==> src/rtl/seq_ctl_pkg.sv <==
// Shared definitions for the accumulator sequencer: instruction field
// positions, opcodes, FSM state encoding and the ALU select bundle.
package seq_ctl_pkg;

  // Instruction fields: op = IR[15:12], arg = IR[11:0]
  localparam int OP_HI  = 15;
  localparam int OP_LO  = 12;
  localparam int ARG_W  = 12;

  localparam logic [3:0] OP_NAD = 4'h0;
  localparam logic [3:0] OP_SHR = 4'h1;
  localparam logic [3:0] OP_SHL = 4'h2;
  localparam logic [3:0] OP_STA = 4'h3;
  localparam logic [3:0] OP_LDI = 4'h4;
  localparam logic [3:0] OP_JZ  = 4'h5;
  localparam logic [3:0] OP_JMP = 4'h6;
  localparam logic [3:0] OP_HLT = 4'h7;

  typedef enum logic [2:0] {
    S_FETCH, S_DECODE, S_OPFETCH, S_EXEC, S_STORE, S_HALT
  } state_e;

  // One-hot ALU operation select for the EXEC cycle
  typedef struct packed {
    logic nad;
    logic shr;
    logic shl;
  } alu_sel_t;

endpackage

==> src/rtl/seq_ctl_decode.sv <==
// Combinational opcode decoder.
//   op        in   4  instruction opcode
//   nxt_state out     state to enter after DECODE
//   alu_sel   out     one-hot ALU operation for EXEC (all zero if none)
module seq_ctl_decode
  import seq_ctl_pkg::*;
(
  input  logic [3:0] op,
  output state_e     nxt_state,
  output alu_sel_t   alu_sel
);

  always_comb begin
    nxt_state = S_FETCH;
    alu_sel   = '0;
    case (op)
      OP_NAD: begin nxt_state = S_OPFETCH; alu_sel.nad = 1'b1; end
      OP_SHR: begin nxt_state = S_EXEC;    alu_sel.shr = 1'b1; end
      OP_SHL: begin nxt_state = S_EXEC;    alu_sel.shl = 1'b1; end
      OP_STA: nxt_state = S_STORE;
      OP_HLT: nxt_state = S_HALT;
      default: ; // LDI/JZ/JMP and 8-F return straight to FETCH
    endcase
  end

endmodule

==> src/rtl/seq_ctl.sv <==
// Instruction sequencer for the 16-bit accumulator datapath. Master side of
// the ALU control interface; owns acc, pc, ir and operand registers.
//   clk, rst_n             clock, async active-low reset
//   mem_req/we/addr/wdata  registered memory request (stable until ack)
//   mem_rdata, mem_ack     memory response (ack is a 1-cycle pulse)
//   acc_data/mem_data/arg_data  ALU data inputs
//   result, is_zero        ALU outputs
//   ctl_nad/shr/shl/lda    one-hot ALU selects
//   halted                 high in HALT
module seq_ctl
  import seq_ctl_pkg::*;
#(
  parameter int              ADDR_W   = 12,
  parameter int              DATA_W   = 16,
  parameter logic [ADDR_W-1:0] RESET_PC = '0
) (
  input  logic              clk,
  input  logic              rst_n,
  output logic              mem_req,
  output logic              mem_we,
  output logic [ADDR_W-1:0] mem_addr,
  output logic [DATA_W-1:0] mem_wdata,
  input  logic [DATA_W-1:0] mem_rdata,
  input  logic              mem_ack,
  output logic [DATA_W-1:0] acc_data,
  output logic [DATA_W-1:0] mem_data,
  output logic [DATA_W-1:0] arg_data,
  input  logic [DATA_W-1:0] result,
  input  logic              is_zero,
  output logic              ctl_nad,
  output logic              ctl_shr,
  output logic              ctl_shl,
  output logic              ctl_lda,
  output logic              halted
);

  state_e              state, state_d, dec_state;
  alu_sel_t            dec_sel;
  logic [ADDR_W-1:0]   pc, pc_d, addr_d, arg_addr;
  logic [DATA_W-1:0]   acc, acc_d, ir, ir_d, opnd, opnd_d, wdata_d;
  logic                req_d, we_d, ack;

  seq_ctl_decode u_dec (
    .op        (ir[OP_HI:OP_LO]),
    .nxt_state (dec_state),
    .alu_sel   (dec_sel)
  );

  assign arg_addr = ir[ADDR_W-1:0];
  assign arg_data = {{(DATA_W-ARG_W){1'b0}}, ir[ARG_W-1:0]};
  assign acc_data = acc;
  assign mem_data = opnd;
  assign ack      = mem_req & mem_ack;  // stray acks are ignored

  // ir is held through EXEC, so the decoder select stays valid there
  assign ctl_nad = (state == S_EXEC) & dec_sel.nad;
  assign ctl_shr = (state == S_EXEC) & dec_sel.shr;
  assign ctl_shl = (state == S_EXEC) & dec_sel.shl;
  assign ctl_lda = (state == S_STORE);
  assign halted  = (state == S_HALT);

  always_ff @(posedge clk or negedge rst_n) begin
    if (!rst_n) begin
      state     <= S_FETCH;
      pc        <= RESET_PC;
      acc       <= '0;
      ir        <= '0;
      opnd      <= '0;
      mem_req   <= 1'b0;
      mem_we    <= 1'b0;
      mem_addr  <= '0;
      mem_wdata <= '0;
    end else begin
      state     <= state_d;
      pc        <= pc_d;
      acc       <= acc_d;
      ir        <= ir_d;
      opnd      <= opnd_d;
      mem_req   <= req_d;
      mem_we    <= we_d;
      mem_addr  <= addr_d;
      mem_wdata <= wdata_d;
    end
  end

  // Requests are launched on the transition into the state that owns them,
  // so a zero-wait ack can land in that state's first cycle. After reset or
  // STORE, FETCH spends one cycle raising its own request.
  always_comb begin
    state_d = state;
    pc_d    = pc;
    acc_d   = acc;
    ir_d    = ir;
    opnd_d  = opnd;
    req_d   = mem_req;
    we_d    = mem_we;
    addr_d  = mem_addr;
    wdata_d = mem_wdata;
    case (state)
      S_FETCH: begin
        if (!mem_req) begin
          req_d  = 1'b1;
          we_d   = 1'b0;
          addr_d = pc;
        end else if (ack) begin
          ir_d    = mem_rdata;
          pc_d    = pc + ADDR_W'(1);
          req_d   = 1'b0;
          state_d = S_DECODE;
        end
      end
      S_DECODE: begin
        state_d = dec_state;
        case (ir[OP_HI:OP_LO])
          OP_LDI: acc_d = arg_data;
          OP_JZ:  if (is_zero) pc_d = arg_addr;
          OP_JMP: pc_d = arg_addr;
          default: ;
        endcase
        case (dec_state)
          S_FETCH:   begin req_d = 1'b1; we_d = 1'b0; addr_d = pc_d; end
          S_OPFETCH: begin req_d = 1'b1; we_d = 1'b0; addr_d = arg_addr; end
          // ctl_lda passes acc through the ALU, so result == acc in STORE;
          // latching acc lets wdata be registered before STORE begins.
          S_STORE:   begin req_d = 1'b1; we_d = 1'b1; addr_d = arg_addr;
                           wdata_d = acc; end
          default: ;
        endcase
      end
      S_OPFETCH: begin
        if (ack) begin
          opnd_d  = mem_rdata;
          req_d   = 1'b0;
          state_d = S_EXEC;
        end
      end
      S_EXEC: begin
        acc_d   = result;
        req_d   = 1'b1;
        we_d    = 1'b0;
        addr_d  = pc;
        state_d = S_FETCH;
      end
      S_STORE: begin
        if (ack) begin
          req_d   = 1'b0;
          we_d    = 1'b0;
          state_d = S_FETCH;
        end
      end
      default: ; // S_HALT: absorbing
    endcase
  end

endmodule
==> config.mk <==
export PLATFORM = sky130hd
export DESIGN_NAME = seq_ctl
export DESIGN_NICKNAME = d
export VERILOG_FILES = /design/src/rtl/seq_ctl_pkg.sv /design/src/rtl/seq_ctl_decode.sv /design/src/rtl/seq_ctl.sv
export SDC_FILE = /design/constraint.sdc
export NUM_CORES = 1
export LEC_CHECK = 0
export ABC_AREA = 0
export CORE_AREA = 2 2 97 137
export DETAILED_ROUTE_END_ITERATION = 8
export DIE_AREA = 0 0 99 139
export PLACE_DENSITY = 0.62
export SYNTH_ARGS = -nofsm -noshare
export SYNTH_HDL_FRONTEND = slang
export SYNTH_SLANG_ARGS = --single-unit
==> constraint.sdc <==
create_clock -name clk -period 2.5 [get_ports clk]
set_input_delay 0.5 -clock clk [delete_from_list [all_inputs] [get_ports clk]]
set_output_delay 0.5 -clock clk [all_outputs]
set_load 0.01 [all_outputs]
==> impl_metrics.yaml, run 1 <==
worst_setup_path:
  reg2reg_depth: 5
  crit_type: "register to output pin"
  cp_slowest_stage_delay_ns: 0.57
  cp-start-kind: "register"
  cp.required_ns: 2.00
  reg2reg_slack_ns: 0.35
  r2r-start: "state[0]"
  path_cells: "nor2_1, nand2_1, nor3b_1, clkdlybuf4s50_1"
  crit_arrival_ns: 1.87
  r2r-end: "acc_data[8]"
  cp-end-kind: "output pin"
  critPathMaxFanout: 9
  worst_path_max_delay_cell: "clkdlybuf4s50_1"
clock_tree:
  clockBufferDepth: 2
  cts_num_sinks: 93
  post-cts-setup-buffers: 0
  cts_tree: "done"
  cts-hold-fix-buffers: 0
  clk_pin_slew_ns: 0.07
  numCtsBuffers: 9
  cts-root-buf: "clkbuf_16"
  clk_latency_ns: 0.34
  h-tree-depth: 3
  cts_resized: 0
logic_synthesis:
  synthCells: 397
  synth_edf_count: 0
  yosys.area.top_type: "dfrtp_1"
  synth_area_leaders: "dfrtp_1, nand2_1, mux2_2"
  synth-seq-area-share_pct: 53.9
  synth.cell_area_sq_um: 4320
  synth_most_common_cell: "dfrtp_1"
  yosysUniqueCellTypes: 48
  yosys-top-cells-count: "dfrtp_1, nand2_1, o21ai_0, nor2_1, mux2i_1"
  avgSynthCellArea_sq_um: 10.9
  yosysWarnings: 0
  netlist.area_leader.share_pct: 53.9
  async_reset_ff_share_pct: 100
  synth-seq-cells: 93
  synthFlopType: "dfrtp_1"
detailed_routing:
  dr.pass1.iters: 4
  drt-wirelength-per-cell_um: 17.0
  vias: 3246
  wl_um: 11100
  drtIter0Drc: 181
  drc: 0
  detail-route-antenna-nets: 0
  vias_per_cell: 4.95
final_layout:
  nets: 535
  antenna_cells: 0
  fill_cells: 1189
  area_growth_pct: 34.4
  drive_above_1_share_pct: 13.7
floorplan:
  die_y_um: 139
  start_util_pct: 34.4
  fp.coreArea_sq_um: 12600
  die-area_sq_um: 13800
  core.rowCount: 49
  die_w_um: 99
  io_pins: 119
timing:
  clock.fmax_mhz: 423
  rsz0062_at_grt: "false"
  setup_slack_ns: 0.134
  min_period_ns: 2.37
  slew_viol_final: 0
  fin_tns_setup_ns: 0
  finalSetupViolCount: 0
  finClkSkew_ns: 0.00918
  finalHoldViolCount: 0
  period_share_pct: 94.6
  relSlewSlack_pct: 21.5
  worst_slew_pin_slew_ns: 1.17
power_and_ir_drop:
  power.leakage_nw: 2.57
  power_density_nw_per_um2: 1280
  ir_worst_vdd_mv: 0.543
placement:
  place.gp.congestion: 0.807
  preCtsSetupSlack_ns: 0.266
  dp_hpwl_um: 8190
  port_buffers: 114
global_route:
  grt_max_degree: 46
  grt_pass1_wl_um: 18000
  grt_pass1_vias: 3276
  grt_overflow: 0
  grt_usage_pct: 16.6
  antenna_found_initial: 0
status:
  status: "complete, no violations"
worst_hold_path:
  hold_class: "input pin to async pin"
job:
  cap_viol_max_count: 0
==> through the flow <==
step           instances  cell area [sq um]  power [mW]  hold WS (ns)  utilization (%)
2_1_floorplan        400               4330        4.65         0.204                -
3_3_place_gp         640               5520        6.09         0.466             43.9
3_5_place_dp         640               5520        6.19         0.479             43.9
4_1_cts              656               5800        7.53         0.173             46.2
5_1_grt              656               5800        7.96         0.208             46.2
6_report             656               5800        7.43         0.159             46.2
==> cell type report <==
| class | count | area, sq um | area share [%] |
|---|---|---|---|
| clock buffer | 12 | 256 | 4.42 |
| clock inverter | 4 | 31.3 | 0.539 |
| sequential | 93 | 2330 | 40.1 |
| inverter | 2 | 7.51 | 0.129 |
| tap | 153 | 191 | 3.30 |
| timing repair buffer | 124 | 1230 | 21.1 |
| multi-input combinational | 268 | 1760 | 30.4 |
==> kinds of logic (layout without fill, tap and decap cells) <==
kind of cell | after synthesis | after routing | share of synthesized area (%)
flops | 93 | 93 | 53.9
xor+xnor | 1 | 1 | 0.203
fa+ha+maj | 2 | 2 | 0.522
mux | 56 | 56 | 14.8
simple gates | 144 | 144 | 15.9
buf+inv | 39 | 142 | 5.53
other cells | 1 | 4 | 0.0868
compound gates | 61 | 61 | 9.10
==> cells in the final DEF, fill, tap and decap left out, types with 3 or more instances in the layout <==
cell	count
clkbuf_16	9
and2_1	3
nand2_1	77
mux2_2	22
a21oi_1	7
and3_1	8
clkdlybuf4s50_1	113
a311oi_1	4
a211oi_1	9
o21ai_0	29
nor3_1	10
nor3b_1	3
buf_4	10
conb_1	4
mux2_4	10
nor2_1	26
mux2i_1	24
dfrtp_1	92
a22o_1	4
clkinvlp_4	3
==> registers in the layout, summed over array words and instances (netlist names) <==
| signal | cells |
|---|---|
| mem_addr | 12 |
| pc | 12 |
| ir | 16 |
| mem_data | 16 |
| acc_data | 16 |
| mem_wdata | 16 |
| mem_req | 1 |
| state | 3 |
| mem_we | 1 |
==> worst max-delay path by stage <==
stage | from | to | slack, ns | depth (start not counted)
6_report | ir[14] | ctl_shr | 0.13 | 4
5_1_grt | state[2] | ctl_shr | 0.03 | 5
4_1_cts | ir[14] | ctl_shr | 0.07 | 4
3_5_place_dp | state[0] | acc_data[8] | 0.27 | 5
3_3_place_gp | mem_ack | pc[10] | 0.32 | 6
2_1_floorplan | state[1] | ctl_shr | 0.41 | 6
==> critical path, delay by kind of cell, from the launching register on <==
kind	cells	cell delay [ns]
buffers and inverters	1	0.57
DFF	1	0.48
and+or+nand+nor	3	0.47
==> where the power goes <==
part           switching (mW)  total (mW)  leakage, nW  internal [mW]
logic                    1.49        3.24         1.28           1.75
registers               0.682        2.87         1.16           2.19
clock network           0.582        1.32        0.131          0.733
==> per-layer routing <==
layer	vias up	part of all wire (%)	GRT usage [%]	wire [um]
met2	85	53	29.5	5890
li1	1567	-	-	-
met3	11	4.9	3.38	542
met5	-	0	0	0
met1	1583	41	20.1	4560
met4	0	1.1	4.54	125
No activity file was read; power rests on OpenSTA's default activity.
==> run 2, diff against run 1 <==
MAX_ROUTING_LAYER = met4   (was not set)
==> run 2 against run 1 <==
  * Global-route usage increased by 0.49 points
  * Setup slack lost 0.0084 ns
  * Cell area stayed put
  * Sequential cell count unchanged
  * Critical path type unchanged
  * Highest routed layer unchanged
==> impl_metrics.yaml, run 2 (synthesis gave the netlist of run 1 again) <==
status:
  status: "complete, no violations"
final_layout:
  area_growth_pct: 34.4
  fill_cells: 1189
  mostFrequentLayoutCell: "clkdlybuf4s50_1"
  antenna_cells: 0
  layout_common_cells: "clkdlybuf4s50_1, dfrtp_1, nand2_1, o21ai_0, nor2_1"
  drive_above_1_share_pct: 13.7
  postLayoutCellArea_sq_um: 5800
  nets: 535
power_and_ir_drop:
  ir_worst_vdd_mv: 0.544
  power_density_nw_per_um2: 1280
  power.leakage_nw: 2.57
  totalPowerFinal_mw: 7.43
worst_setup_path:
  path_cells: "nor2_1, nand2_1, nor3b_1, clkdlybuf4s50_1"
  cp-start-kind: "register"
  cp-end-kind: "output pin"
  cp_slowest_stage_delay_ns: 0.58
  crit_type: "register to output pin"
  worst_path_max_delay_cell: "clkdlybuf4s50_1"
  reg2reg_depth: 5
  critPathMaxFanout: 9
  crit_arrival_ns: 1.87
  cp.required_ns: 2.00
timing:
  finalHoldViolCount: 0
  setup_slack_ns: 0.125
  slew_viol_final: 0
  worst_slew_pin_slew_ns: 1.18
  period_share_pct: 95.0
  clock.fmax_mhz: 421
  rsz0062_at_grt: "false"
  min_period_ns: 2.37
  finClkSkew_ns: 0.00670
  fin_tns_setup_ns: 0
  relSlewSlack_pct: 21.0
  finalSetupViolCount: 0
detailed_routing:
  drc: 0
  vias: 3237
  drt-wirelength-per-cell_um: 16.9
  drtIter0Drc: 164
  detail-route-antenna-nets: 0
  vias_per_cell: 4.93
  wl_um: 11100
  dr.pass1.iters: 4
floorplan:
  start_util_pct: 34.4
  die-area_sq_um: 13800
  core.rowCount: 49
  die_y_um: 139
  fp.coreArea_sq_um: 12600
  io_pins: 119
  die_w_um: 99
clock_tree:
  numCtsBuffers: 9
  cts_tree: "done"
  clk_pin_slew_ns: 0.07
  cts-hold-fix-buffers: 0
  clk_latency_ns: 0.34
  cts_num_sinks: 93
  cts-root-buf: "clkbuf_16"
  h-tree-depth: 3
  post-cts-setup-buffers: 0
  clockBufferDepth: 2
global_route:
  met3_usage_pct: 3.13
  grt_max_degree: 46
  grt_pass1_vias: 3268
  grt_pass1_wl_um: 18000
  grt_util_met1_pct: 20.3
  busiest_layer: "met2"
  grt_overflow: 0
  grt_usage_pct: 17.1
  antenna_found_initial: 0
  grt_use_met2_pct: 29.4
placement:
  preCtsSetupSlack_ns: 0.266
  dp_hpwl_um: 8190
  place.gp.congestion: 0.824
  dpl_cell_area_sq_um: 5520
  port_buffers: 114
job:
  cap_viol_max_count: 0
worst_hold_path:
  hold_class: "input pin to async pin"
## run 2: cell counts in the layout (fill, tap and decap cells not counted)
No cell type changed its count.
## run 2: area by class of cell
| cell class | count | area (sq um) | area share, % |
|---|---|---|---|
| multi-input combinational | 268 | 1760 | 30.4 |
| clock buffer | 12 | 256 | 4.42 |
| inverter | 2 | 7.51 | 0.129 |
| tap | 153 | 191 | 3.30 |
| sequential | 93 | 2330 | 40.1 |
| clock inverter | 4 | 31.3 | 0.539 |
| timing repair buffer | 124 | 1230 | 21.1 |
## run 2: worst max-delay path, delay by kind of cell, from the launching register on
family | cells | cell delay, ns
AND/OR/NAND/NOR | 3 | 0.48
buffers and inverters | 1 | 0.58
flip-flops | 1 | 0.48
## run 2: per-stage QoR
stage / instances / utilization (%) / hold slack [ns]
5_1_grt: 656 / 46.2 / 0.207
6_report: 656 / 46.2 / 0.149
4_1_cts: 656 / 46.2 / 0.173
3_3_place_gp: 640 / 43.9 / 0.466
2_1_floorplan: 400 / - / 0.204
3_5_place_dp: 640 / 43.9 / 0.479
## run 2: worst paths after layout
path                                   from      endpoint  slack [ns]
worst max-delay path                 ir[14]       ctl_shr        0.13
worst min-delay path                  rst_n  acc_data[13]        0.15
worst max register to register     state[0]   acc_data[8]        0.35
worst min register to register  mem_addr[0]   mem_addr[0]        0.49
max in group asynchronous             rst_n        ir[14]        1.67
min in group clk                mem_addr[0]   mem_addr[0]        0.49
## run 2: routing by layer
| metal | vias to the layer above | share of wire [%] |
|---|---|---|
| met5 | - | 0 |
| met4 | 0 | 1.2 |
| met3 | 11 | 3.8 |
| met2 | 75 | 53 |
| met1 | 1586 | 42 |
| li1 | 1565 | - |
## run 2: power breakdown
group	internal (mW)	switching, mW	total (mW)
Combinational	1.75	1.49	3.24
Sequential	2.19	0.686	2.87
Clock	0.733	0.580	1.31
Total	4.67	2.76	7.43
## run 2: repair_timing
item                       in CTS  in global routing
setup endpoints to repair       0                  1
resized for setup               0                  1
hold endpoints to repair        0                  0
==> run 3, diff against run 2 <==
CTS_CLUSTER_DIAMETER = 40   (was not set)
==> results of run 3 <==
The final DEF is identical to that of run 2; final timing and power are the same.
